File: src/rtl/afifo_wr_arb.sv
// Round-robin write arbiter in front of an async FIFO write port.
// One requester owns the FIFO for a packet or up to MAX_BURST beats, whichever ends first.
module afifo_wr_arb #(
    parameter int NUM_REQ    = 4,
    parameter int DATA_WIDTH = 8,
    parameter int MAX_BURST  = 8
) (
    input  logic                            wclk,
    input  logic                            wrst_n,
    input  logic [NUM_REQ-1:0]              req_valid,
    input  logic [NUM_REQ*DATA_WIDTH-1:0]   req_data,
    input  logic [NUM_REQ-1:0]              req_last,
    output logic [NUM_REQ-1:0]              req_ready,
    input  logic                            fifo_full,
    output logic                            fifo_wen,
    output logic [DATA_WIDTH-1:0]           fifo_wdata,
    output logic [$clog2(NUM_REQ)-1:0]      grant_id,
    output logic                            busy
);

    localparam int IDW = $clog2(NUM_REQ);

    typedef enum logic {IDLE, GRANT} state_t;

    state_t           state_q, state_d;
    logic [IDW-1:0]   gnt_q, gnt_d;
    logic [IDW-1:0]   rr_q, rr_d;
    logic [7:0]       cnt_q, cnt_d;

    logic             pick_vld;
    logic [IDW-1:0]   pick_idx;
    int               arb_s;
    logic             beat;
    logic             last_beat;

    // Circular search from rr_q; walking downward leaves the nearest hit last.
    always_comb begin
        pick_vld = 1'b0;
        pick_idx = '0;
        arb_s    = 0;
        for (int k = NUM_REQ - 1; k >= 0; k--) begin
            arb_s = int'(rr_q) + k;
            if (arb_s >= NUM_REQ) arb_s = arb_s - NUM_REQ;
            if (req_valid[arb_s]) begin
                pick_vld = 1'b1;
                pick_idx = IDW'(arb_s);
            end
        end
    end

    assign beat      = (state_q == GRANT) && req_valid[gnt_q] && !fifo_full;
    assign last_beat = beat && (req_last[gnt_q] || (cnt_q + 8'd1 == 8'(MAX_BURST)));

    assign fifo_wen   = beat;
    assign fifo_wdata = req_data[gnt_q*DATA_WIDTH +: DATA_WIDTH];
    assign req_ready  = beat ? (NUM_REQ'(1) << gnt_q) : '0;
    assign grant_id   = gnt_q;
    assign busy       = (state_q == GRANT);

    // No timeout in GRANT: an owner that stalls mid-packet keeps the FIFO.
    always_comb begin
        state_d = state_q;
        gnt_d   = gnt_q;
        rr_d    = rr_q;
        cnt_d   = cnt_q;
        case (state_q)
            IDLE: begin
                if (pick_vld) begin
                    state_d = GRANT;
                    gnt_d   = pick_idx;
                    cnt_d   = 8'd0;
                end
            end
            GRANT: begin
                if (beat) cnt_d = cnt_q + 8'd1;
                if (last_beat) begin
                    state_d = IDLE;
                    rr_d    = (gnt_q == IDW'(NUM_REQ - 1)) ? '0 : gnt_q + IDW'(1);
                end
            end
            default: state_d = IDLE;
        endcase
    end

    always_ff @(posedge wclk or negedge wrst_n) begin
        if (!wrst_n) begin
            state_q <= IDLE;
            gnt_q   <= '0;
            rr_q    <= '0;
            cnt_q   <= 8'd0;
        end else begin
            state_q <= state_d;
            gnt_q   <= gnt_d;
            rr_q    <= rr_d;
            cnt_q   <= cnt_d;
        end
    end

endmodule

File: config.mk
export PLATFORM = sky130hd
export DESIGN_NAME = afifo_wr_arb
export DESIGN_NICKNAME = d
export VERILOG_FILES = /design/src/rtl/afifo_wr_arb.sv
export SDC_FILE = /design/constraint.sdc
export NUM_CORES = 1
export LEC_CHECK = 0
export BUFFER_PORTS_ARGS = -buffer_cell sky130_fd_sc_hd__buf_2
export CORE_ASPECT_RATIO = 1.4
export CORE_MARGIN = 4
export CORE_UTILIZATION = 42
export CTS_BUF_LIST = sky130_fd_sc_hd__clkbuf_8
export DETAILED_ROUTE_END_ITERATION = 7
export PLACE_DENSITY = 0.78
export REMOVE_ABC_BUFFERS = 1
export SLEW_MARGIN = 20
export SYNTH_ARGS = -nofsm -noshare
export SYNTH_HDL_FRONTEND = slang
export SYNTH_SLANG_ARGS = --single-unit
File: constraint.sdc
create_clock -name wclk -period 2.29 [get_ports wclk]
set_input_delay 0.1145 -clock wclk [delete_from_list [all_inputs] [get_ports wclk]]
set_output_delay 0.1145 -clock wclk [all_outputs]
set_load 0.02 [all_outputs]
After elaboration in Yosys (flattened, before gate mapping)
Index checks and enable logic that the tools add are counted.

word-level totals
  flip-flop bits (word level) = 13
  bits in latches = 0
  bits in writable memories = 0
  bits in read-only memories = 0
  logic and storage cells = 73
  memories = 0

cells by class
  add/sub/neg operators = 9
  multipliers = 0
  divide/modulo/power cells = 0
  order comparisons = 9
  equality and inequality tests = 4
  shifts and indexed selects = 2
  mux-type cells = 36
  bitwise operators = 1
  reductions and logical operators = 8

operators by type and width
  kind                                                               count
  < comparator 32 x 4 -> 1 bit, second input constant                4
  two-way mux 32 bit                                                 4
  variable part select 32 x 6 -> 8 bit                               1
  two-way mux 1 bit                                                  16
  two-way mux 8 bit                                                  2
  case mux 8 bit (2 select lines)                                    1
  binary-select mux 1 bit (select 2 bit)                             6
  subtractor 3 x 3 -> 4 bit, second input constant                   3
  two-way mux 2 bit                                                  5
  greater-or-equal comparator 3 bit, second input constant           3
  adder 8 x 1 -> 8 bit, second input constant                        1
  equality test 8 x 4 -> 1 bit, second input constant                1
  adder 2 x 2 -> 3 bit, second input constant                        2
  AND reduction 2 bit                                                3
  two-way mux 4 bit                                                  1
  << shifter 1 x 2 -> 4 bit, first input constant                    1
  subtractor 2 x 3 -> 4 bit, second input constant                   1
  adder 2 x 1 -> 3 bit, second input constant                        1
  greater-or-equal comparator 2 x 3 -> 1 bit, second input constant  1
  logical AND 1 bit                                                  3
  < comparator 2 x 3 -> 1 bit, second input constant                 1
  adder 2 x 1 -> 2 bit, second input constant                        1
  equality test 2 bit, second input constant                         1
  != test 2 x 1 -> 1 bit, second input constant                      1
  5 further kinds                                                    5

Longest topological paths before layout
Gate-level depths: netlist of the first run.

  depth after elaboration = 12
  mapped depth = 7
  depth with buffers taken out = 6

Worst setup path before layout of the first run
OpenSTA, ideal clock, no wires.

  path kind = register to register
  start point = reg cnt_q[0]
  end point = reg rr_q[0]
  setup time = 0.125 ns
  data arrival time = 2.092 ns
  required time = 2.165 ns
  slack = 0.073 ns
  stages on the path, launching flop included = 8
  path buffers = 1
  path through = dfrtp_1 > ha_1 > buf_6 > a211o_1 > a2111o_1 > a221oi_2 > o21ai_2 > mux2_4

on the way
  word-level cells in the longest chain between the ends = 5

ends and longest elaborated chain
  what                                  RTL line  RTL
  start, declared                       28        logic [7:0] cnt_q, cnt_d;
  start signal, assigned                95        cnt_q <= cnt_d;
  adder 8 x 1 -> 8 bit                  52        assign last_beat = beat && (req_last[gnt_q] || (cnt_q + 8'd1 == 8'(MAX_BURST)));
  equality test 8 x 4 -> 1 bit          52
  logical OR 1 bit                      52
  logical AND 1 bit                     52
  AND reduction 2 bit (no source line)  -
  end signal, assigned                  94        rr_q <= rr_d;
  end, declared                         27        logic [IDW-1:0] rr_q, rr_d;

No other way between the ends.
A chain may end at the register's enable or synchronous reset.

Worst setup path in the final report of the first run
Ends and elaborated chain as after synthesis.

==> metrics.txt, run 1 <==
# TYPE chip_impl_metric gauge
chip_impl_metric{name="max_cap_violations",unit=""} 0
chip_impl_info{name="run_status",value="finished clean"} 1
chip_impl_metric{name="synth.yosys.seq_area_share",unit=""} 0.290
chip_impl_metric{name="postCtsSetupBuffers",unit=""} 0
chip_impl_metric{name="core-area",unit="µm²"} 2470
chip_impl_info{name="largest_family_of_logic_cells_by_synthesized_area",value="multiplexers"} 1
chip_impl_metric{name="timing.final.crit_period",unit="ns"} 2.11
chip_impl_metric{name="r2r_cells",unit=""} 6
chip_impl_metric{name="die_w",unit="µm"} 51.7
chip_impl_metric{name="pwr-share-clk",unit=""} 0.138
chip_impl_metric{name="synth-xor-area-share",unit=""} 0
chip_impl_metric{name="grt_remaining_overflow",unit=""} 0
chip_impl_metric{name="worstSkewPairLatency",unit="ns"} 0.25
chip_impl_metric{name="grt_antenna_before_repair",unit=""} 0
chip_impl_metric{name="clock_sink_count",unit=""} 13
chip_impl_info{name="critical_r2r_launch",value="cnt_q[0]"} 1
chip_impl_metric{name="power_switching",unit="W"} 0.000643
chip_impl_metric{name="postRouteAntennaNets",unit=""} 0
chip_impl_info{name="layout_commonest_cell",value="buf_2"} 1
chip_impl_metric{name="drt-pass1-iter-count",unit=""} 4
chip_impl_metric{name="power_density",unit="nW/µm²"} 961
chip_impl_metric{name="p_seq_frac",unit=""} 0.239
chip_impl_metric{name="fraction_of_power_consumed_by_combinational_cells",unit=""} 0.623
chip_impl_metric{name="layout_worst_path_cycle_share",unit=""} 0.923
chip_impl_metric{name="place_hpwl",unit="µm"} 2580
chip_impl_info{name="crit-reg2reg-capture",value="rr_q[0]"} 1
chip_impl_metric{name="drive_above_1_share",unit=""} 0.480
chip_impl_metric{name="top_level_ports",unit=""} 59
chip_impl_metric{name="min_path_cells",unit=""} 4
chip_impl_metric{name="synthMuxAreaShare",unit=""} 0.237
chip_impl_metric{name="gpl.final_weighted_congestion",unit=""} 0.895
chip_impl_info{name="cts_tree",value="yes"} 1
chip_impl_metric{name="met2_usage",unit=""} 0.323
chip_impl_metric{name="layout.filler_cells",unit=""} 226
chip_impl_metric{name="grt_pass1_vias",unit=""} 1257
chip_impl_metric{name="critical_path_arrival",unit="ns"} 2.24
chip_impl_metric{name="synth_compound_gate_area_share",unit=""} 0.194
chip_impl_metric{name="swShare",unit=""} 0.438
chip_impl_metric{name="detail_route.wirelength",unit="µm"} 3140
chip_impl_info{name="worstSetupStartpointType",value="flop"} 1
chip_impl_metric{name="grtUsageMet1",unit=""} 0.208
chip_impl_metric{name="post_synth_instance_area",unit="µm²"} 1120
chip_impl_metric{name="grt_pass1_wl",unit="µm"} 5220
chip_impl_metric{name="drt_via_density",unit=""} 5.77
chip_impl_metric{name="htree_levels",unit=""} 1
chip_impl_metric{name="tritoncts.num_buffers",unit=""} 3
chip_impl_metric{name="drv_slew",unit=""} 0
chip_impl_metric{name="dieArea",unit="µm²"} 3570
chip_impl_metric{name="synth-warning-count",unit=""} 0
chip_impl_metric{name="place_area",unit="µm²"} 1470
chip_impl_metric{name="slew_headroom",unit=""} 0.692
chip_impl_info{name="mostFrequentLayoutCells",value="58 x buf_2, 13 x o21ai_0, 13 x dfrtp_1"} 1
chip_impl_metric{name="timing.critical_path.fanout_max",unit=""} 3
chip_impl_metric{name="grt_usage",unit=""} 0.185
chip_impl_metric{name="starting_utilization_of_the_core_area",unit=""} 0.454
chip_impl_metric{name="core.rowCount",unit=""} 21
chip_impl_metric{name="slew_at_the_pin_with_the_worst_max_slew_slack",unit="ns"} 0.462
chip_impl_metric{name="synth_enable_flop_cells",unit=""} 0
chip_impl_metric{name="maximum_number_of_pins_on_one_net_before_global_route_repair",unit=""} 15
chip_impl_metric{name="final_skew",unit="ns"} 0.00602
chip_impl_info{name="worstHoldPathType",value="in -> reg"} 1
chip_impl_metric{name="report.final.setup_viol",unit=""} 0
chip_impl_info{name="timing.hold.worst_endpoint",value="grant_id[0]"} 1
chip_impl_metric{name="die_height",unit="µm"} 69.1
chip_impl_metric{name="synth-seq-cells",unit=""} 13
chip_impl_metric{name="timing.setup.tns",unit="ns"} 0
chip_impl_info{name="critical_path_class",value="reg -> reg"} 1
chip_impl_info{name="grt_setup_unrepaired",value="no"} 1
chip_impl_info{name="gr-max-usage-layer",value="met2"} 1
chip_impl_metric{name="achievable-frequency",unit="MHz"} 473
chip_impl_metric{name="insertedDiodeCount",unit=""} 0
chip_impl_metric{name="via_count",unit=""} 1205
chip_impl_metric{name="synthSimpleGateAreaFrac",unit=""} 0.169
chip_impl_metric{name="reg2reg_setup_slack",unit="ns"} 0.18
chip_impl_metric{name="final_nets",unit=""} 225
chip_impl_metric{name="clockBufferDepth",unit=""} 2
chip_impl_metric{name="synthToLayoutAreaGrowth",unit="%"} 36.3
chip_impl_metric{name="postSynthCellCount",unit=""} 112
chip_impl_metric{name="syn_avg_cell_area",unit="µm²"} 10.0
chip_impl_metric{name="leakagePower",unit="nW"} 0.736
chip_impl_metric{name="synth-adder-area-share",unit=""} 0.0670
chip_impl_metric{name="hold_viol",unit=""} 0
chip_impl_metric{name="ir_worst_vdd",unit="V"} 0.000641
chip_impl_metric{name="cell_internal_power",unit="W"} 0.000826
chip_impl_metric{name="grt_met3_usage",unit=""} 0.0474
chip_impl_metric{name="clk_transition_reported_paths",unit="ns"} 0.06
chip_impl_metric{name="fin_area",unit="µm²"} 1530
chip_impl_metric{name="detailedRoute.firstIterationViolations",unit=""} 36
chip_impl_info{name="min-delay-start",value="req_valid[0]"} 1
chip_impl_info{name="synth_top_flop_cell",value="dfrtp_1"} 1
chip_impl_metric{name="cp.required",unit="ns"} 2.42
chip_impl_metric{name="synth.distinct_cells",unit=""} 38
chip_impl_info{name="cts_root_buffer",value="clkbuf_8"} 1
chip_impl_info{name="end_kind",value="flop"} 1
chip_impl_metric{name="synth-async-reset-ratio",unit=""} 1.00
chip_impl_metric{name="drc_errors",unit=""} 0
chip_impl_metric{name="buffer_ports.inserted",unit=""} 58
chip_impl_metric{name="wl_per_cell",unit="µm"} 15.0
==> per-layer routing <==
metal / vias up / share of wire
li1: 552 / -
met1: 564 / 0.37
met2: 85 / 0.51
met3: 4 / 0.11
met4: 0 / 0.011
met5: - / 0
==> critical path: stages (launching register included) <==
cell and delay [ns]:
dfrtp_1 0.39, ha_1 0.22, a211o_1 0.25, a2111o_1 0.42, a221oi_2 0.27, o21ai_2 0.13
mux2_4 0.32
==> final cells by class <==
class | instances | area (µm²) | area share
multi-input cells | 88 | 747 | 0.489
repair buffers | 66 | 353 | 0.231
flip-flops and latches | 13 | 325 | 0.213
well taps | 34 | 42.5 | 0.0278
clock buffers | 3 | 41.3 | 0.0270
inverters | 4 | 15.0 | 0.00983
clock inverters | 1 | 3.75 | 0.00246
==> state kept, by name (all words and copies together) (netlist names) <==
| register | cells |
|---|---|
| rr_q | 2 |
| grant_id | 2 |
| busy | 1 |
| cnt_q | 8 |
==> cells by family after synthesis <==
family          count (synthesis)
compound gates                 32
fa+ha+maj                       6
buf+inv                        11
flops                          13
mux                            13
simple gates                   37
==> repair_timing <==
action	in CTS	in global routing
hold buffers	1	0
hold endpoints to repair	13	0
resized for setup	0	0
==> metrics by stage <==
stage                     worst slack [ns]  hold WS, ns  total power (W)  cells   util
after global routing                0.0990        0.264          0.00159    209  0.619
after CTS                            0.177        0.226          0.00148    209  0.619
after global placement               0.225       0.0105          0.00125    204  0.596
final                                0.176        0.227          0.00147    209  0.619
after detailed placement             0.194       0.0171          0.00127    204  0.596
after floorplan                     -0.236       -0.181         0.000958    105      -
==> synth_stat cells (3+ instances only) <==
cell / n / share of area
mux4_2: 10 / 0.20
a21oi_1: 3 / 0.013
inv_1: 4 / 0.013
dfrtp_1: 13 / 0.29
nand2_1: 9 / 0.030
o21ai_0: 13 / 0.058
clkbuf_1: 5 / 0.017
ha_1: 6 / 0.067
nand3_1: 3 / 0.013
o31ai_1: 3 / 0.020
and2_1: 4 / 0.022
nor2_1: 9 / 0.030
==> worst max path at each step <==
| stage | startpoint | to | slack (ns) | cells past startpoint |
|---|---|---|---|---|
| after CTS | cnt_q[0] | rr_q[0] | 0.18 | 6 |
| after floorplan | grant_id[0] | rr_q[0] | -0.24 | 5 |
| after global placement | cnt_q[0] | rr_q[0] | 0.22 | 6 |
| after detailed placement | cnt_q[0] | rr_q[0] | 0.19 | 6 |
| final | cnt_q[0] | rr_q[0] | 0.18 | 6 |
| after global routing | cnt_q[0] | rr_q[0] | 0.1 | 6 |
==> power by group through the flow <==
stage	logic (W)	registers (W)	clock network, W
finish	0.000915	0.000351	0.000203
floorplan	0.000512	0.000446	0
global route	0.00101	0.000363	0.000216
detailed placement	0.000919	0.000354	0
global placement	0.000898	0.000350	0
CTS	0.000926	0.000351	0.000206
(Power assumes the default switching activity.)
==> inputs of run 2 (changes only) <==
- PLACE_DENSITY: 0.78 -> 0.89
==> metrics.txt, run 2 (synthesized netlist as in run 1, its figures left out) <==
# TYPE chip_impl_metric gauge
chip_impl_info{name="run_status",value="finished clean"} 1
chip_impl_info{name="critical_path_class",value="reg -> reg"} 1
chip_impl_metric{name="final_nets",unit=""} 225
chip_impl_metric{name="detail_route.wirelength",unit="µm"} 3190
chip_impl_info{name="mostFrequentLayoutCells",value="58 x buf_2, 13 x o21ai_0, 13 x dfrtp_1"} 1
chip_impl_metric{name="detailedRoute.firstIterationViolations",unit=""} 12
chip_impl_metric{name="layout.filler_cells",unit=""} 229
chip_impl_metric{name="buffer_ports.inserted",unit=""} 58
chip_impl_metric{name="report.final.setup_viol",unit=""} 0
chip_impl_metric{name="grt_pass1_wl",unit="µm"} 5350
chip_impl_metric{name="timing.critical_path.fanout_max",unit=""} 3
chip_impl_metric{name="regArea",unit="µm²"} 325
chip_impl_metric{name="grt_remaining_overflow",unit=""} 0
chip_impl_metric{name="reg2reg_setup_slack",unit="ns"} 0.17
chip_impl_metric{name="clk_transition_reported_paths",unit="ns"} 0.06
chip_impl_metric{name="htree_levels",unit=""} 1
chip_impl_metric{name="met2_usage",unit=""} 0.331
chip_impl_info{name="worstSetupStartpointType",value="flop"} 1
chip_impl_metric{name="postCtsSetupBuffers",unit=""} 0
chip_impl_metric{name="largest_register_ff_count",unit=""} 8
chip_impl_metric{name="max_cap_violations",unit=""} 0
chip_impl_metric{name="drt_via_density",unit=""} 5.69
chip_impl_metric{name="power_density",unit="nW/µm²"} 968
chip_impl_metric{name="clockBufferDepth",unit=""} 2
chip_impl_metric{name="drv_slew",unit=""} 0
chip_impl_metric{name="cts_repair_resize_count",unit=""} 0
chip_impl_metric{name="hold_viol",unit=""} 0
chip_impl_info{name="cts_root_buffer",value="clkbuf_8"} 1
chip_impl_metric{name="timing.setup.tns",unit="ns"} 0
chip_impl_metric{name="core-area",unit="µm²"} 2470
chip_impl_metric{name="critical_path_arrival",unit="ns"} 2.25
chip_impl_metric{name="place_area",unit="µm²"} 1470
chip_impl_metric{name="gpl.final_weighted_congestion",unit=""} 0.929
chip_impl_info{name="grt_setup_unrepaired",value="no"} 1
chip_impl_metric{name="place_hpwl",unit="µm"} 2640
chip_impl_metric{name="postRouteAntennaNets",unit=""} 0
chip_impl_info{name="gr-max-usage-layer",value="met2"} 1
chip_impl_info{name="cts_tree",value="yes"} 1
chip_impl_metric{name="grt_met3_usage",unit=""} 0.0517
chip_impl_metric{name="cp.required",unit="ns"} 2.42
chip_impl_metric{name="layout_worst_path_cycle_share",unit=""} 0.926
chip_impl_info{name="end_kind",value="flop"} 1
chip_impl_metric{name="fin_area",unit="µm²"} 1530
chip_impl_info{name="timing.hold.worst_endpoint",value="grant_id[0]"} 1
chip_impl_info{name="min-delay-start",value="req_valid[0]"} 1
chip_impl_metric{name="fin_util",unit=""} 0.619
chip_impl_metric{name="die_height",unit="µm"} 69.1
chip_impl_metric{name="timing.final.crit_period",unit="ns"} 2.12
chip_impl_metric{name="wl_per_cell",unit="µm"} 15.3
chip_impl_metric{name="final_skew",unit="ns"} 0.00442
chip_impl_metric{name="clock_sink_count",unit=""} 13
chip_impl_metric{name="min_path_cells",unit=""} 4
chip_impl_metric{name="drt-pass1-iter-count",unit=""} 4
chip_impl_metric{name="grt_antenna_before_repair",unit=""} 0
chip_impl_metric{name="ir_worst_vdd",unit="V"} 0.000541
chip_impl_metric{name="grtUsageMet1",unit=""} 0.222
chip_impl_metric{name="top_level_ports",unit=""} 59
chip_impl_info{name="critical_r2r_launch",value="cnt_q[0]"} 1
chip_impl_metric{name="multiInputGateArea",unit="µm²"} 747
chip_impl_metric{name="slew_at_the_pin_with_the_worst_max_slew_slack",unit="ns"} 0.418
chip_impl_info{name="crit-reg2reg-capture",value="rr_q[0]"} 1
chip_impl_info{name="layout_commonest_cell",value="buf_2"} 1
chip_impl_metric{name="dieArea",unit="µm²"} 3570
chip_impl_metric{name="drive_above_1_share",unit=""} 0.480
chip_impl_metric{name="die_w",unit="µm"} 51.7
chip_impl_metric{name="tritoncts.num_buffers",unit=""} 3
chip_impl_metric{name="worstSkewPairLatency",unit="ns"} 0.24
chip_impl_metric{name="r2r_cells",unit=""} 6
chip_impl_metric{name="slew_headroom",unit=""} 0.721
chip_impl_metric{name="grt_pass1_vias",unit=""} 1259
chip_impl_metric{name="achievable-frequency",unit="MHz"} 471
chip_impl_metric{name="core.rowCount",unit=""} 21
chip_impl_metric{name="insertedDiodeCount",unit=""} 0
chip_impl_metric{name="via_count",unit=""} 1189
chip_impl_metric{name="drc_errors",unit=""} 0
chip_impl_info{name="top_reg_by_flops",value="cnt_q"} 1
chip_impl_metric{name="starting_utilization_of_the_core_area",unit=""} 0.454
chip_impl_metric{name="maximum_number_of_pins_on_one_net_before_global_route_repair",unit=""} 15
chip_impl_metric{name="leakagePower",unit="nW"} 0.736
chip_impl_metric{name="synthToLayoutAreaGrowth",unit="%"} 36.3
chip_impl_info{name="worstHoldPathType",value="in -> reg"} 1
chip_impl_metric{name="grt_usage",unit=""} 0.191
run 2: cell counts in the layout (fill, tap and decap cells not counted):
No cell type changed its count.
run 2: cell type report:
type	count	share of cell area
Sequential cell	13	0.213
Timing Repair Buffer	66	0.231
Clock inverter	1	0.00246
Clock buffer	3	0.0270
Tap cell	34	0.0278
Multi-Input combinational cell	88	0.489
Inverter	4	0.00983
run 2: report_power, final:
part	total, W	switching (W)	leakage [nW]	internal, W
Combinational	0.000924	0.000507	0.540	0.000417
Sequential	0.000352	0.0000611	0.169	0.000291
Clock	0.000203	0.0000843	0.0269	0.000118
Total	0.00148	0.000652	0.736	0.000827
run 2: per-layer routing:
metal,part of all wire,vias to the layer above
met5,0,-
met4,0.019,0
met3,0.11,7
met2,0.50,72
met1,0.37,554
li1,-,556
run 2: worst max path at each step:
stage	slack, ns	startpoint	to
after floorplan	-0.24	grant_id[0]	rr_q[0]
after global placement	0.23	cnt_q[0]	rr_q[0]
after detailed placement	0.17	cnt_q[0]	rr_q[1]
after CTS	0.15	cnt_q[0]	rr_q[1]
after global routing	0.08	cnt_q[1]	rr_q[1]
final	0.17	cnt_q[0]	rr_q[0]
run 2: critical path, stage by stage (launching register included):
cell      delay (ns)
dfrtp_1         0.38
ha_1            0.22
a211o_1         0.26
a2111o_1        0.42
a221oi_2        0.28
o21ai_2         0.13
mux2_4          0.32
run 2: what timing repair did:
item,CTS,global route
hold buffers,1,0
setup endpoints to repair,0,0
hold endpoints to repair,13,0
run 2: metrics by stage:
step           total power (W)  hold slack [ns]  std cells  setup WS (ns)
4_1_cts                0.00150            0.245        209          0.155
3_3_place_gp           0.00126          0.00758        204          0.233
3_5_place_dp           0.00129           0.0150        204          0.170
2_1_floorplan         0.000958           -0.181        105         -0.236
5_1_grt                0.00160            0.274        209         0.0765
6_report               0.00148            0.234        209          0.169
